## src/rtl/fetch_unit_pkg.sv

```systemverilog
`default_nettype none
// ============================================================================
// Module      : fetch_unit_pkg
// Description : Shared constants for the instruction-fetch stage.
//               PCSrc encodings, the bubble instruction and the fetch FSM
//               state encodings.
// Revision    : 1.0 - initial release
// ============================================================================
package fetch_unit_pkg;

    // Next-PC source select
    localparam logic [1:0] PCSRC_SEQ    = 2'b00;
    localparam logic [1:0] PCSRC_BRANCH = 2'b01;
    localparam logic [1:0] PCSRC_JUMP   = 2'b10;
    localparam logic [1:0] PCSRC_JREG   = 2'b11;

    // Instruction presented to IF/ID while IF_Valid=0
    localparam logic [31:0] NOP_INSTR = 32'h0000_0000;

    // Fetch FSM states
    typedef enum logic [1:0] {
        IDLE = 2'd0,   // first cycle after reset release, no request
        REQ  = 2'd1,   // request outstanding at req_addr
        DROP = 2'd2,   // waiting out a request whose data will be discarded
        HOLD = 2'd3    // acked instruction parked while IF/ID is stalled
    } fetch_state_t;

endpackage
`default_nettype wire

```

## src/rtl/fetch_unit_next_pc_mux.sv

```systemverilog
`default_nettype none
// ============================================================================
// Module      : next_pc_mux
// Description : Combinational redirect-target select and +4 adder.
//   i_pc_src        : PCSrc encoding (00 sequential, else redirect)
//   i_base_pc       : address whose successor is needed (mod 2^32)
//   i_branch_target : target for PCSrc=01
//   i_jump_target   : target for PCSrc=10
//   i_reg_target    : target for PCSrc=11
//   o_redirect      : 1 when PCSrc != 00
//   o_target        : selected redirect target (undefined use when sequential)
//   o_base_plus4    : i_base_pc + 4, wrapping
// Revision    : 1.0 - initial release
// ============================================================================
module next_pc_mux
    import fetch_unit_pkg::*;
(
    input  logic [1:0]  i_pc_src,
    input  logic [31:0] i_base_pc,
    input  logic [31:0] i_branch_target,
    input  logic [31:0] i_jump_target,
    input  logic [31:0] i_reg_target,
    output logic        o_redirect,
    output logic [31:0] o_target,
    output logic [31:0] o_base_plus4
);

    assign o_redirect   = (i_pc_src != PCSRC_SEQ);
    assign o_base_plus4 = i_base_pc + 32'd4;

    always_comb begin
        o_target = o_base_plus4;
        case (i_pc_src)
            PCSRC_BRANCH: o_target = i_branch_target;
            PCSRC_JUMP:   o_target = i_jump_target;
            PCSRC_JREG:   o_target = i_reg_target;
            default:      o_target = o_base_plus4;
        endcase
    end

endmodule
`default_nettype wire

```

## src/rtl/fetch_unit.sv

```systemverilog
`default_nettype none
// ============================================================================
// Module      : fetch_unit
// Description : Instruction-fetch stage feeding the IF/ID register. Owns the
//               PC, issues req/ack fetches to instruction memory and
//               presents a registered {PC, PC+4, instruction, valid} bundle.
//   Clk, Reset (async, active-low)
//   PCWrite      : 1 advance, 0 stall
//   PCSrc        : 00 seq, 01 branch, 10 jump, 11 register jump
//   BranchTarget / JumpTarget / RegTarget : redirect targets
//   imem_req/imem_addr/imem_ack/imem_rdata : instruction memory handshake
//   IF_PC/IF_PCPlus4/IF_Instruction/IF_Valid : registered IF/ID bundle
//   IF_Flush     : combinational, high in any redirect cycle
// Revision    : 1.0 - initial release
// ============================================================================
module fetch_unit #(
    parameter logic [31:0] RESET_PC  = 32'h0000_0000,
    parameter logic [31:0] NOP_INSTR = fetch_unit_pkg::NOP_INSTR
) (
    input  logic        Clk,
    input  logic        Reset,
    input  logic        PCWrite,
    input  logic [1:0]  PCSrc,
    input  logic [31:0] BranchTarget,
    input  logic [31:0] JumpTarget,
    input  logic [31:0] RegTarget,
    output logic        imem_req,
    output logic [31:0] imem_addr,
    input  logic        imem_ack,
    input  logic [31:0] imem_rdata,
    output logic [31:0] IF_PC,
    output logic [31:0] IF_PCPlus4,
    output logic [31:0] IF_Instruction,
    output logic        IF_Valid,
    output logic        IF_Flush
);
    import fetch_unit_pkg::*;

    fetch_state_t r_state, w_state_nxt;
    logic [31:0]  r_pc, w_pc_nxt;
    logic [31:0]  r_req_addr, w_req_addr_nxt;
    logic [31:0]  r_if_pc, w_if_pc_nxt;
    logic [31:0]  r_if_pc4, w_if_pc4_nxt;
    logic [31:0]  r_if_instr, w_if_instr_nxt;
    logic         r_if_valid, w_if_valid_nxt;
    logic [31:0]  r_hold_pc, w_hold_pc_nxt;
    logic [31:0]  r_hold_instr, w_hold_instr_nxt;

    logic         w_redirect;
    logic [31:0]  w_target;
    logic [31:0]  w_base;
    logic [31:0]  w_base_plus4;

    // In HOLD the successor of interest is that of the parked instruction;
    // everywhere else it is that of the current request.
    assign w_base = (r_state == HOLD) ? r_hold_pc : r_req_addr;

    next_pc_mux u_next_pc_mux (
        .i_pc_src        (PCSrc),
        .i_base_pc       (w_base),
        .i_branch_target (BranchTarget),
        .i_jump_target   (JumpTarget),
        .i_reg_target    (RegTarget),
        .o_redirect      (w_redirect),
        .o_target        (w_target),
        .o_base_plus4    (w_base_plus4)
    );

    assign imem_req       = (r_state == REQ) || (r_state == DROP);
    assign imem_addr      = r_req_addr;
    assign IF_Flush       = w_redirect;
    assign IF_PC          = r_if_pc;
    assign IF_PCPlus4     = r_if_pc4;
    assign IF_Instruction = r_if_instr;
    assign IF_Valid       = r_if_valid;

    always_ff @(posedge Clk or negedge Reset) begin
        if (!Reset) begin
            r_state      <= IDLE;
            r_pc         <= RESET_PC;
            r_req_addr   <= RESET_PC;
            r_if_pc      <= 32'h0;
            r_if_pc4     <= 32'h0;
            r_if_instr   <= NOP_INSTR;
            r_if_valid   <= 1'b0;
            r_hold_pc    <= 32'h0;
            r_hold_instr <= 32'h0;
        end else begin
            r_state      <= w_state_nxt;
            r_pc         <= w_pc_nxt;
            r_req_addr   <= w_req_addr_nxt;
            r_if_pc      <= w_if_pc_nxt;
            r_if_pc4     <= w_if_pc4_nxt;
            r_if_instr   <= w_if_instr_nxt;
            r_if_valid   <= w_if_valid_nxt;
            r_hold_pc    <= w_hold_pc_nxt;
            r_hold_instr <= w_hold_instr_nxt;
        end
    end

    always_comb begin
        w_state_nxt      = r_state;
        w_pc_nxt         = r_pc;
        w_req_addr_nxt   = r_req_addr;
        w_if_pc_nxt      = r_if_pc;
        w_if_pc4_nxt     = r_if_pc4;
        w_if_instr_nxt   = r_if_instr;
        w_if_valid_nxt   = r_if_valid;
        w_hold_pc_nxt    = r_hold_pc;
        w_hold_instr_nxt = r_hold_instr;

        if (w_redirect) begin
            // Redirect overrides stall: bubble IF/ID and steer the PC.
            w_pc_nxt       = w_target;
            w_if_valid_nxt = 1'b0;
            w_if_instr_nxt = NOP_INSTR;
            case (r_state)
                REQ: begin
                    if (imem_ack) begin
                        w_req_addr_nxt = w_target;
                    end else begin
                        // Request must stay up at the old address until acked.
                        w_state_nxt = DROP;
                    end
                end
                DROP: begin
                    if (imem_ack) begin
                        w_req_addr_nxt = w_target;
                        w_state_nxt    = REQ;
                    end
                end
                default: begin
                    // IDLE or HOLD: nothing in flight, go straight to target.
                    w_req_addr_nxt = w_target;
                    w_state_nxt    = REQ;
                end
            endcase
        end else begin
            case (r_state)
                IDLE: begin
                    w_req_addr_nxt = r_pc;
                    w_state_nxt    = REQ;
                end
                REQ: begin
                    if (imem_ack) begin
                        if (PCWrite) begin
                            w_if_pc_nxt    = r_req_addr;
                            w_if_pc4_nxt   = w_base_plus4;
                            w_if_instr_nxt = imem_rdata;
                            w_if_valid_nxt = 1'b1;
                            w_pc_nxt       = w_base_plus4;
                            w_req_addr_nxt = w_base_plus4;
                        end else begin
                            w_hold_pc_nxt    = r_req_addr;
                            w_hold_instr_nxt = imem_rdata;
                            w_state_nxt      = HOLD;
                        end
                    end else if (PCWrite) begin
                        w_if_valid_nxt = 1'b0;
                        w_if_instr_nxt = NOP_INSTR;
                    end
                end
                DROP: begin
                    w_if_valid_nxt = 1'b0;
                    w_if_instr_nxt = NOP_INSTR;
                    if (imem_ack) begin
                        w_req_addr_nxt = r_pc;
                        w_state_nxt    = REQ;
                    end
                end
                HOLD: begin
                    if (PCWrite) begin
                        w_if_pc_nxt    = r_hold_pc;
                        w_if_pc4_nxt   = w_base_plus4;
                        w_if_instr_nxt = r_hold_instr;
                        w_if_valid_nxt = 1'b1;
                        w_pc_nxt       = w_base_plus4;
                        w_req_addr_nxt = w_base_plus4;
                        w_state_nxt    = REQ;
                    end
                end
                default: w_state_nxt = IDLE;
            endcase
        end
    end

endmodule
`default_nettype wire

```

## config.mk

```make
export PLATFORM = sky130hd
export DESIGN_NAME = fetch_unit
export DESIGN_NICKNAME = d
export VERILOG_FILES = /design/src/rtl/fetch_unit_pkg.sv /design/src/rtl/fetch_unit_next_pc_mux.sv /design/src/rtl/fetch_unit.sv
export SDC_FILE = /design/constraint.sdc
export NUM_CORES = 1
export LEC_CHECK = 0
export BUFFER_PORTS_ARGS = -buffer_cell sky130_fd_sc_hd__buf_2
export CAP_MARGIN = 5
export CORE_ASPECT_RATIO = 1.4
export CORE_MARGIN = 10
export CORE_UTILIZATION = 45
export DETAILED_ROUTE_END_ITERATION = 10
export PLACE_DENSITY = 0.78
export SYNTH_ARGS = -nofsm -noshare
export SYNTH_HDL_FRONTEND = slang
export SYNTH_SLANG_ARGS = --single-unit
export TNS_END_PERCENT = 1
```

## constraint.sdc

```tcl
create_clock -name Clk -period 3.4 [get_ports Clk]
set_clock_uncertainty 0.1 [all_clocks]
set_input_delay 0.68 -clock Clk [delete_from_list [all_inputs] [get_ports Clk]]
set_output_delay 0.68 -clock Clk [all_outputs]
set_load 0.05 [all_outputs]
```

==> results by group <==
Floorplan
  – Die W: 154 µm
  – Initial Utilization: 45.6%
  – DIE HEIGHT: 207 µm
  – Total die area: 31800 µm²
  – # rows: 68
  – Core region area: 24700 µm²
  – Ports: 265

Global routing
  – Remaining global-route overflow: 0
  – Tot GR Track Use: 20.8%
  – Maximum number of pins on one net before global-route repair: 81
  – Number of global-route vias before repair: 9821
  – Number of antenna violations at the first check in global routing: 1
  – Global-route wire length before repair: 54.3 mm

STA
  – Slew at the pin closest to its max-slew limit: 0.642 ns
  – Worst rel slew slack: 57.2%
  – Number of max-slew violations in the final report: 0
  – RSZ-0062 raised after global routing: false
  – Total negative slack: 0 ns
  – Maximum clock frequency: 325 MHz
  – Final setup fails: 0
  – Period utilization: 90.6%
  – Min Clock Period, post-route: 3.08 ns
  – Final Hold Fails: 0

Detailed routing
  – Routed vias/inst: 5.75
  – Iteration-0 DRC count of the detailed router: 645
  – Total detailed-routing wirelength: 34.4 mm
  – 1st-pass router iterations: 6
  – WL/cell: 21.1 µm
  – Total DRC errors in the routed layout: 0
  – Via count: 9380
  – Remaining number of nets flagged by the antenna check after routing: 0

Cells and area
  – Number of nets in the layout: 1436
  – Fraction of layout instances using a drive strength above 1: 34.6%
  – Final instance count without filler cells: 1631
  – Summed area of non-filler cells in the final layout: 13800 µm²
  – Core Util, Final: 56.1%
  – Number of fill cells: 2146
  – Reg area: 5680 µm²
  – Multi-input gate area in the final layout: 5250 µm²
  – Area growth, synth to finish: 22.9%

Placed design
  – Port Buf Inserts: 264
  – Placed Instance Area: 13000 µm²
  – Number of placed cells counting well taps: 1588
  – Gpl congestion: 0.852
  – Detail Placement HPWL: 25.3 mm

Yosys
  – Library cells used by synthesis: 59
  – Ys async rst share: 100%
  – Post-Syn Area per Cell: 10.7 µm²
  – Sequential-to-total area share from yosys stat: 50.5%
  – Synth Register Bits: 227
  – Syn. warnings: 0
  – Synthesized instance count: 1049
  – Ys flop type: dfrtp_1
  – Number of enable-type register cells in the synthesized netlist: 0
  – Synthesized cell area: 11300 µm²
  – Syn_nets: 1187

Critical path
  – Endpoint of the lowest-slack register-to-register path: imem_addr[30]
  – Worst Path Required: 3.70 ns
  – WS Path Type: register to register
  – R2R Path Start: r_state[0]
  – Crit path capture: imem_addr[30]
  – Worst setup SP type: register
  – Reg2Reg Depth: 8
  – Arrival @ worst endpoint: 3.38 ns
  – Crit-path max FO: 38
  – Setup slack, reg-to-reg: 0.32 ns
  – Endpoint type of the worst setup path: register
  – Start point of the critical path: r_state[0]

Worst hold path
  – HP Class: input port to async pin

Clocking
  – Post-CTS repair timing setup buffer count: 0
  – CTS resizes: 0
  – Max H-tree Level: 1
  – Buffer cell driving the clock tree root: clkbuf_16
  – Clock insertion delay at the later pin of the skew report: 0.52 ns
  – CTS Buffer Depth: 3
  – CTS tree: done
  – Number of hold buffers added after CTS: 0
  – Total number of clock tree sinks: 227
  – Clock input transition at the sequential cells of the worst setup and hold paths: 0.06 ns
  – Total CTS buffers: 23

Flow run
  – Number of maximum-capacitance constraint violations: 0

Pwr
  – Pwr per Cell Area: 968 nW/µm²
  – Peak supply drop: 0.000510 V
  – Leakage: 0.00646 µW

Run status
  – Run status: finished clean
==> cell type report <==
class / count / share of cell area (%)
antenna: 2 / 0.0362
clock buffer: 29 / 4.54
clock inverter: 12 / 1.19
inverter: 9 / 0.244
multi-input combinational: 738 / 37.9
sequential: 227 / 41.1
tap: 315 / 2.85
timing repair buffer: 299 / 12.2
==> how the worst min path moves through the flow <==
| stage | endpoint | slack (ns) | start | cells after the start |
|---|---|---|---|---|
| after detailed placement | IF_Instruction[28] | 0.36 | IF_Instruction[28] | 2 |
| after CTS | IF_PCPlus4[29] | 0.07 | Reset | 1 |
| after global placement | IF_Instruction[22] | 0.35 | IF_Instruction[22] | 2 |
| final | IF_PCPlus4[29] | 0.04 | Reset | 1 |
| after global routing | IF_PCPlus4[29] | 0.09 | Reset | 1 |
| after floorplan | IF_Instruction[0] | 0.28 | Reset | 0 |
==> per-layer routing <==
layer  up-vias  track usage, %  wire (µm)
met5         -               0          0
met4         0            8.92       1410
met3        78            5.53       3210
met2       429            35.1      16700
met1      4545            24.3      13100
li1       4328               -          -
==> Yosys cell counts (2+ instances only) <==
cell	instances	share of area, %
a41oi_1	2	0.16
ha_1	4	0.44
a221oi_1	12	0.93
buf_6	5	0.50
a211oi_1	3	0.20
o21ai_1	5	0.22
nand3_1	27	1.2
xnor2_1	15	1.2
nor3_1	2	0.089
a21o_1	16	1.1
nand3b_1	6	0.40
nand4b_1	5	0.39
a21oi_1	29	1.3
inv_1	9	0.30
a311o_1	5	0.44
a32o_1	2	0.18
a22o_1	24	1.9
nor2b_1	3	0.17
dfrtp_1	227	50
buf_1	8	0.27
mux2_2	99	9.9
o31ai_1	34	2.3
or4_1	3	0.20
nor2_1	34	1.1
o221ai_1	6	0.47
a2111oi_0	2	0.16
a22oi_1	11	0.73
buf_4	5	0.33
xor2_1	14	1.1
a211o_1	4	0.31
mux4_2	2	0.40
mux2i_1	69	6.1
clkbuf_1	36	1.2
buf_2	21	0.93
or3_1	2	0.11
a31oi_1	22	1.2
nand2_1	165	5.5
o21a_1	2	0.13
o21ai_0	74	3.3
nand4_1	13	0.72
and2_1	4	0.22
==> stage by stage <==
stage,total power [µW],worst slack [ns],hold slack (ns)
global route,14100,0.140,0.0872
finish,13400,0.320,0.0416
detailed placement,10800,0.298,0.360
global placement,10600,0.381,0.354
CTS,13500,0.286,0.0673
floorplan,8890,0.110,0.284
==> critical path, stage by stage (launching register included) <==
cell,delay [ns]
dfrtp_1,0.44
ha_4,0.21
buf_4,0.52
mux2i_1,0.27
a211oi_2,0.37
nand3_2,0.21
or4_1,0.56
a31oi_1,0.20
o21ai_1,0.07
==> where the power goes <==
part / switching (µW) / leakage, µW / internal, µW
registers: 847 / 0.00287 / 3710
logic: 4330 / 0.00320 / 1830
clock network: 1060 / 0.000389 / 1610
total: 6240 / 0.00646 / 7150
==> cells in the final DEF, fill, tap and decap left out, types with 7 or more instances in the layout <==
| cell type | n |
|---|---|
| a22oi_1 | 11 |
| nand4_1 | 13 |
| a22o_1 | 24 |
| buf_12 | 7 |
| buf_4 | 28 |
| o21ai_0 | 74 |
| mux2i_1 | 69 |
| nand2_1 | 165 |
| o31ai_1 | 34 |
| xnor2_1 | 15 |
| nor2_1 | 33 |
| nand3_1 | 26 |
| clkbuf_16 | 23 |
| mux2_2 | 99 |
| inv_1 | 9 |
| a21oi_1 | 29 |
| a31oi_1 | 22 |
| buf_2 | 263 |
| a21o_1 | 16 |
| xor2_1 | 14 |
| a221oi_1 | 12 |
| dfrtp_1 | 227 |
==> sequential cells by signal (all words and copies together) (netlist names) <==
register and flops:
imem_addr 32, IF_Instruction 32, r_hold_instr 32, r_state 2, r_hold_pc 32, IF_PC 32
r_pc 32, IF_PCPlus4 32, IF_Valid 1
==> cell families (layout without fill, tap and decap cells) <==
| group | after synthesis | count (layout) | synth area share [%] |
|---|---|---|---|
| muxes | 170 | 170 | 16.4 |
| other | 0 | 2 | 0 |
| AOI/OAI and AO/OA | 261 | 261 | 15.7 |
| buffers and inverters | 84 | 349 | 3.53 |
| xor gates and xnor gates | 29 | 29 | 2.26 |
| DFF | 227 | 227 | 50.5 |
| adders and majority gates | 4 | 4 | 0.445 |
| and+or+nand+nor | 274 | 274 | 11.1 |
No activity file was read; power rests on OpenSTA's default activity.
